### src/rtl/rv_multicycle_ctrl.sv
// Multi-cycle RV32I control FSM: fetch/decode/execute/memory/writeback sequencing over one shared bus port.
// Optional feature: define RV_CTRL_TRAP_EN to trap on unrecognised opcodes (otherwise they retire as NOPs).
module rv_multicycle_ctrl (
  input  logic        clk,
  input  logic        rst,
  input  logic [31:0] inst,
  input  logic        mem_ready,
  input  logic        branch_taken,
  output logic        ir_we,
  output logic        pc_we,
  output logic [1:0]  pc_src,
  output logic        addr_sel,
  output logic        mem_req,
  output logic        mem_we,
  output logic [2:0]  imm_type,
  output logic        alu_a_sel,
  output logic        alu_b_sel,
  output logic [1:0]  alu_op,
  output logic        rf_we,
  output logic [1:0]  wb_sel,
  output logic [2:0]  state_o,
  output logic        illegal
);

  typedef enum logic [2:0] {
    S_IDLE   = 3'd0,
    S_FETCH  = 3'd1,
    S_DECODE = 3'd2,
    S_EXEC   = 3'd3,
    S_MEM    = 3'd4,
    S_WB     = 3'd5,
    S_TRAP   = 3'd6
  } state_t;

  localparam logic [6:0] OPC_LUI    = 7'b0110111;
  localparam logic [6:0] OPC_AUIPC  = 7'b0010111;
  localparam logic [6:0] OPC_JAL    = 7'b1101111;
  localparam logic [6:0] OPC_JALR   = 7'b1100111;
  localparam logic [6:0] OPC_BRANCH = 7'b1100011;
  localparam logic [6:0] OPC_LOAD   = 7'b0000011;
  localparam logic [6:0] OPC_STORE  = 7'b0100011;
  localparam logic [6:0] OPC_OPIMM  = 7'b0010011;
  localparam logic [6:0] OPC_OP     = 7'b0110011;
  localparam logic [6:0] OPC_FENCE  = 7'b0001111;

  state_t     state, next;
  logic [6:0] opcode;
  logic       is_lui, is_auipc, is_jal, is_jalr, is_branch;
  logic       is_load, is_store, is_opimm, is_op, is_fence;
  logic       dec_a_sel, dec_b_sel;
  logic [1:0] dec_alu_op;
  logic       unused_inst;

  assign opcode      = inst[6:0];
  assign unused_inst = ^inst[31:7];

  assign is_lui    = (opcode == OPC_LUI);
  assign is_auipc  = (opcode == OPC_AUIPC);
  assign is_jal    = (opcode == OPC_JAL);
  assign is_jalr   = (opcode == OPC_JALR);
  assign is_branch = (opcode == OPC_BRANCH);
  assign is_load   = (opcode == OPC_LOAD);
  assign is_store  = (opcode == OPC_STORE);
  assign is_opimm  = (opcode == OPC_OPIMM);
  assign is_op     = (opcode == OPC_OP);
  assign is_fence  = (opcode == OPC_FENCE);

  assign state_o = state;

`ifdef RV_CTRL_TRAP_EN
  assign illegal = (state == S_TRAP);
`else
  assign illegal = 1'b0;
`endif

  always_ff @(posedge clk) begin
    if (rst) state <= S_IDLE;
    else     state <= next;
  end

  always_comb begin
    imm_type = 3'd0;
    if (state != S_IDLE) begin
      if (is_lui || is_auipc)                                 imm_type = 3'd0;
      else if (is_jal)                                        imm_type = 3'd1;
      else if (is_jalr || is_load || is_opimm || is_op || is_fence) imm_type = 3'd2;
      else if (is_store)                                      imm_type = 3'd3;
      else if (is_branch)                                     imm_type = 3'd4;
    end
  end

  // ALU selects stay valid through MEM and WB so the address / jump target remains stable
  always_comb begin
    dec_a_sel  = 1'b0;
    dec_b_sel  = 1'b0;
    dec_alu_op = 2'd0;
    if (is_op) begin
      dec_alu_op = 2'd2;
    end else if (is_opimm) begin
      dec_b_sel  = 1'b1;
      dec_alu_op = 2'd2;
    end else if (is_load || is_store || is_jal || is_jalr) begin
      dec_b_sel  = 1'b1;
    end else if (is_lui) begin
      dec_b_sel  = 1'b1;
      dec_alu_op = 2'd3;
    end else if (is_auipc) begin
      dec_a_sel  = 1'b1;
      dec_b_sel  = 1'b1;
    end else if (is_branch) begin
      dec_alu_op = 2'd1;
    end
  end

  always_comb begin
    next      = state;
    ir_we     = 1'b0;
    pc_we     = 1'b0;
    pc_src    = 2'd0;
    addr_sel  = 1'b0;
    mem_req   = 1'b0;
    mem_we    = 1'b0;
    alu_a_sel = 1'b0;
    alu_b_sel = 1'b0;
    alu_op    = 2'd0;
    rf_we     = 1'b0;
    wb_sel    = 2'd0;

    if (state == S_EXEC || state == S_MEM || state == S_WB) begin
      alu_a_sel = dec_a_sel;
      alu_b_sel = dec_b_sel;
      alu_op    = dec_alu_op;
    end

    case (state)
      S_IDLE:   next = S_FETCH;
      S_FETCH: begin
        mem_req = 1'b1;
        if (mem_ready) begin
          ir_we = 1'b1;
          next  = S_DECODE;
        end
      end
      S_DECODE: next = S_EXEC;
      S_EXEC: begin
        if (is_op || is_opimm || is_lui || is_auipc || is_jal || is_jalr) begin
          next = S_WB;
        end else if (is_load || is_store) begin
          next = S_MEM;
        end else if (is_branch) begin
          pc_we  = 1'b1;
          pc_src = branch_taken ? 2'd1 : 2'd0;
          next   = S_FETCH;
        end else if (is_fence) begin
          pc_we = 1'b1;
          next  = S_FETCH;
        end else begin
`ifdef RV_CTRL_TRAP_EN
          next = S_TRAP;
`else
          pc_we = 1'b1;
          next  = S_FETCH;
`endif
        end
      end
      S_MEM: begin
        mem_req  = 1'b1;
        addr_sel = 1'b1;
        mem_we   = is_store;
        if (mem_ready) begin
          if (is_store) begin
            pc_we = 1'b1;
            next  = S_FETCH;
          end else begin
            next  = S_WB;
          end
        end
      end
      S_WB: begin
        rf_we  = 1'b1;
        pc_we  = 1'b1;
        wb_sel = is_load ? 2'd1 : ((is_jal || is_jalr) ? 2'd2 : 2'd0);
        pc_src = is_jal ? 2'd1 : (is_jalr ? 2'd2 : 2'd0);
        next   = S_FETCH;
      end
      S_TRAP:   next = S_TRAP;
      default:  next = S_IDLE;
    endcase
  end

endmodule
### config.mk
export PLATFORM = sky130hd
export DESIGN_NAME = rv_multicycle_ctrl
export DESIGN_NICKNAME = d
export VERILOG_FILES = /design/src/rtl/rv_multicycle_ctrl.sv
export SDC_FILE = /design/constraint.sdc
export NUM_CORES = 1
export LEC_CHECK = 0
export ABC_CLOCK_PERIOD_IN_PS = 3250
export BUFFER_PORTS_ARGS = -buffer_cell sky130_fd_sc_hd__buf_2
export CAP_MARGIN = 20
export CORE_UTILIZATION = 30
export DETAILED_ROUTE_END_ITERATION = 10
export MAX_ROUTING_LAYER = met4
export PLACE_DENSITY_LB_ADDON = 0.1
export SLEW_MARGIN = 20
export SYNTH_ARGS = -nofsm -noshare
export SYNTH_HDL_FRONTEND = slang
export SYNTH_SLANG_ARGS = --single-unit
### constraint.sdc
create_clock -name clk -period 3.25 [get_ports clk]
set_clock_uncertainty 0.15 [all_clocks]
set_input_delay 0 -clock clk [delete_from_list [all_inputs] [get_ports clk]]
set_output_delay 0 -clock clk [all_outputs]
set_load 0.02 [all_outputs]
==> out/metrics.yaml, run 1 <==
synth:
  synth_seq_cells: 3
  yosysSeqAreaShare_pct: 10.9
  yosys.area.top_type: "dfxtp_1"
  synth_area_leaders: "dfxtp_1, a21oi_1, nand2b_1, nor3_2, nand2_1"
  synth_fp_nets: 114
  synth-edff-count: 0
  synth_area_um2: 551
  ys_warn_count: 0
  synth_top_area_share_pct: 10.9
  synth.avg_cell_area_um2: 7.06
  syn_inst: 78
  synth.distinct_cells: 34
  synth.most_common_cell: "a21oi_1"
  synth_top_flop_cell: "dfxtp_1"
  synthTopCellsByCount: "a21oi_1, nand2_1, nand2b_1, nor2_1, inv_1"
  async_flop_share_pct: 0
floorplan:
  start_util_pct: 31.9
  core_um2: 1730
  pin_count: 57
  num_rows: 15
  die_w_um: 44.8
  die-area_um2: 2010
  die_y_um: 44.8
status:
  outcome: "completed"
route:
  antenna_left: 0
  drt_iter0_drc: 6
  vias: 652
  vias_per_cell: 4.94
  drc: 0
  totalWireLength_um: 1430
  firstDrtPassIters: 4
  wl_per_cell_um: 10.8
power:
  p_seq_share_pct: 26.5
  swShare_pct: 35.3
  p_leak_nw: 0.323
  p_switching_w: 0.0000578
  ir_drop_v: 0.000171
  clockPowerShare_pct: 40.2
  p_comb_share_pct: 33.3
  power_density_nw_per_um2: 225
  p_int_w: 0.000106
cells_and_area:
  antenna_cells: 0
  finalNonFillerCells: 132
  fillCellCount: 202
  fin_nets: 144
  synthToLayoutAreaGrowth_pct: 31.8
  final_layout_size_suffix_gt1_share_pct: 40.2
  largest_register_ffs: 3
clock_network:
  cts_tree: "yes"
  cts_max_level: 1
  cts.clk_slew.worst_paths_ns: 0.04
  cts_root_buffer: "clkbuf_4"
  clock-sinks: 3
  numCtsBuffers: 3
  clkLatencyLatePin_ns: 0.23
  ctsLongestPathBuffers: 2
  ctsResizeCount: 0
critical_path:
  slowest_stage: "dlygate4sd3_1"
  critPathCaptureType: "output port"
  worstSetupStartpoint: "inst[4]"
  r2r-start: "state_o[1]$_SDFFE_PP0P_"
  cp_cell_sequence: "dlygate4sd3_1 -> buf_2 -> nand4b_1 -> nor3_2 -> nand2_1 -> a221oi_2 -> buf_2"
  cpMostUsedCell: "buf_2"
  slowest_delay_ns: 0.53
  start_kind: "primary input"
  crit_type: "in2out"
  critical_path_buf_inv_count: 3
  crit_required_ns: 3.10
  cp.arrival_ns: 1.71
  crit_family: "buffers and inverters"
  crit_fanout: 8
sta:
  finalCritPeriodShare_pct: 57.1
  setup-violations-final: 0
  final_hold_viol_count: 0
  fin_ws_ns: 1.39
  drv_slew: 0
  timing.fmax_ghz: 0.538
  tns_ns: 0
  rsz0062_at_grt: "no"
  period_minus_slack_ns: 1.86
global_route:
  grt_usage_pct: 16.4
  grt_antenna_before_repair: 0
  grt_pass1_wl_um: 2390
  grt_max_degree: 12
  grt.overflow.total: 0
  first_global_vias: 524
hold_path:
  hp-start: "inst[0]"
  hp-class: "in2reg"
run:
  timing.max_cap.violations: 0
place:
  gp_congestion: 0.762
  placed_cells: 126
  port_buffers: 30
  hpwl_um: 1130
  place_ws_ns: 1.68
-- metal layers --
layer / up-vias / GRT usage, % / part of all wire, %
met5: - / - / 0
met4: 0 / 0 / 0
met3: 0 / 6.40 / 5.8
met2: 20 / 24.1 / 46
met1: 291 / 22.8 / 48
li1: 341 / - / -
-- kinds of logic after synthesis --
kind of cell           Yosys count  synth area share (%)
AO/OA/AOI/OAI                   19                  23.4
buffers and inverters           11                  12.3
flip-flops                       3                  10.9
other                            1                 0.681
AND/OR/NAND/NOR                 44                  52.7
-- repair_timing --
item                                   in CTS  in global routing
buffers inserted                            0                  0
hold buffers                                2                  0
endpoints found under the hold margin       3                  0
-- through the flow --
step	total power, W	area, um^2	hold slack (ns)	util [%]
6_report	0.000164	726	0.0285	42.0
3_5_place_dp	0.0000968	679	0.0617	39.3
4_1_cts	0.000167	726	0.0272	42.0
5_1_grt	0.000180	726	0.0411	42.0
2_1_floorplan	0.0000838	551	-0.0809	-
3_3_place_gp	0.0000969	679	0.0655	39.3
-- layout make-up --
class	instances	area (um^2)	share of cell area [%]
multi-input combinational	64	423	58.3
timing repair buffer	32	170	23.4
sequential	3	60.1	8.28
tap	25	31.3	4.31
clock buffer	4	26.3	3.62
inverter	4	15.0	2.07
-- cell usage in the layout (no fill, tap or decap), types with 2 or more instances in the layout --
cell / n
nand4b_1: 3
nor3_1: 2
dfxtp_1: 3
a21oi_1: 8
nand2b_1: 6
buf_2: 30
nor2_1: 6
nor3_2: 3
inv_1: 4
nor4_1: 2
nand2_1: 7
nand3b_1: 3
o21ai_0: 3
clkbuf_4: 3
nand3_1: 3
dlygate4sd3_1: 2
-- worst min-delay path, cell delays in order --
cell	delay (ns)
buf_2	0.11
nand2_2	0.15
o41ai_1	0.10
-- power groups by stage --
stage	combinational, W	clock [W]	sequential, W
floorplan	0.0000413	0	0.0000425
global placement	0.0000527	0	0.0000442
detailed placement	0.0000527	0	0.0000441
CTS	0.0000547	0.0000688	0.0000435
global route	0.0000609	0.0000746	0.0000444
finish	0.0000544	0.0000657	0.0000434
-- path summary, 6_finish.rpt --
path	endpoint	cells after the start	slack, ns
setup / recovery	alu_op[0]	7	1.39
hold / removal	state_o[2]$_SDFFE_PP0P_	3	0.03
setup reg to reg	state_o[2]$_SDFFE_PP0P_	2	1.97
hold reg to reg	state_o[1]$_SDFFE_PP0P_	2	0.46
(Power assumes the default switching activity.)
==> run 2: changes to the inputs <==
ABC_CLOCK_PERIOD_IN_PS = 1700   (was 3250)
clock period = 1.7 ns   (was 3.25 ns; I/O delays follow)
==> run 2 against run 1 <==
Compared with the run above: clock-buffer cell count is the same; routed wire length grew 7.6%; global-route usage shrank 0.19 points; combinational power grew 110%; via count grew 3.1%; die area is the same; worst setup slack lost 1.3 ns; critical path depth shrank 2; core utilization grew 2.1 points; first-iteration DRC count grew 33%; largest cell class unchanged.
==> out/metrics.yaml, run 2 (same netlist as run 1, synthesis figures left out) <==
sta:
  timing.fmax_ghz: 0.639
  fin_ws_ns: 0.135
  hold_ws_ns: 0.0509
  period_minus_slack_ns: 1.56
  finalCritPeriodShare_pct: 92.0
  final_hold_viol_count: 0
  drv_slew: 0
  setup-violations-final: 0
global_route:
  grt_pass1_wl_um: 2430
  grt_max_degree: 12
  grt_antenna_before_repair: 0
  first_global_vias: 559
  grt.overflow.total: 0
  grt_usage_pct: 16.3
place:
  placed_cells: 129
  hpwl_um: 1220
  port_buffers: 30
  gp_congestion: 0.786
  place_ws_ns: 0.266
route:
  vias: 672
  vias_per_cell: 4.98
  firstDrtPassIters: 4
  antenna_left: 0
  totalWireLength_um: 1540
  drc: 0
  drt_iter0_drc: 8
  wl_per_cell_um: 11.4
power:
  p_leak_nw: 0.338
  ir_drop_v: 0.000200
  power_density_nw_per_um2: 418
hold_path:
  hp-class: "in2reg"
  holdPathStages: 3
cells_and_area:
  mostFrequentLayoutCells: "buf_2, nand2_1, a21oi_1, nand2b_1, nor2_1"
  finalNonFillerCells: 135
  fin_nets: 147
  final_layout_size_suffix_gt1_share_pct: 45.5
  synthToLayoutAreaGrowth_pct: 38.4
  largest_register_ffs: 3
  antenna_cells: 0
  final_common_cell: "buf_2"
clock_network:
  clkLatencyLatePin_ns: 0.23
  ctsLongestPathBuffers: 2
  cts_max_level: 1
  clock-sinks: 3
  cts_tree: "yes"
  cts_root_buffer: "clkbuf_4"
  numCtsBuffers: 3
  cts.clk_slew.worst_paths_ns: 0.04
floorplan:
  die_y_um: 44.8
  die_w_um: 44.8
  core_um2: 1730
  pin_count: 57
  num_rows: 15
  start_util_pct: 31.9
  die-area_um2: 2010
status:
  outcome: "completed"
critical_path:
  crit_required_ns: 1.55
  cp.arrival_ns: 1.41
  cp_cell_sequence: "nand2b_1 -> a21oi_2 -> nand3_1 -> nor3b_2 -> buf_4"
  slowest_stage: "dfxtp_1"
  slowest_delay_ns: 0.34
  start_kind: "flip-flop"
  crit_fanout: 5
  ff2ff_path_depth: 3
  crit_type: "reg2out"
  critPathCaptureType: "output port"
run:
  timing.max_cap.violations: 0
==> run 2: power by group <==
group	switching [W]	total [W]	leakage [nW]	internal (W)
combinational	0.0000702	0.000115	0.298	0.0000450
sequential	0.00000549	0.0000803	0.0253	0.0000748
clock	0.0000351	0.000123	0.0150	0.0000878
total	0.000111	0.000318	0.338	0.000208
==> run 2: critical path, delay by kind of cell, from the launching register on <==
kind                   cells  cell delay (ns)
buffers and inverters      1             0.16
DFF                        1             0.34
AOI/OAI and AO/OA          1             0.17
and+or+nand+nor            3             0.51
==> run 2: worst paths after layout <==
path | startpoint | end | slack, ns
setup / recovery | state_o[1]$_SDFFE_PP0P_ | alu_a_sel | 0.14
hold / removal | inst[0] | state_o[2]$_SDFFE_PP0P_ | 0.05
setup reg to reg | state_o[2]$_SDFFE_PP0P_ | state_o[2]$_SDFFE_PP0P_ | 0.43
hold reg to reg | state_o[2]$_SDFFE_PP0P_ | state_o[0]$_SDFFE_PP0P_ | 0.48
==> run 2: layout make-up <==
cell class	instances	area (um^2)
fillers	212	965
multi-input cells	64	432
repair buffers	35	195
flip-flops and latches	3	62.6
well taps	25	31.3
clock buffers	4	26.3
inverters	4	15.0
==> run 2: metrics by stage <==
step | area [um^2] | util, % | setup TNS [ns] | total power, W
floorplan | 556 | - | 0 | 0.000161
global placement | 707 | 40.9 | 0 | 0.000192
detailed placement | 707 | 40.9 | 0 | 0.000192
CTS | 753 | 43.6 | 0 | 0.000323
global route | 762 | 44.1 | -0.00273 | 0.000347
finish | 762 | 44.1 | 0 | 0.000318
==> run 2: repair_timing <==
action                                 4_1_cts  5_1_grt
resized for setup                            0        4
endpoints found under the hold margin        3        0
setup endpoints to repair                    0        8
setup buffers                                0        0
hold buffers                                 2        0
==> run 2: routing by layer <==
metal / part of all wire (%) / up-vias / routed length (um) / GRT usage [%]
li1: - / 347 / - / -
met1: 49 / 306 / 749 / 22.0
met2: 46 / 19 / 711 / 25.6
met3: 5.0 / 0 / 77 / 3.60
met4: 0 / 0 / 0 / 1.82
met5: 0 / - / 0 / -
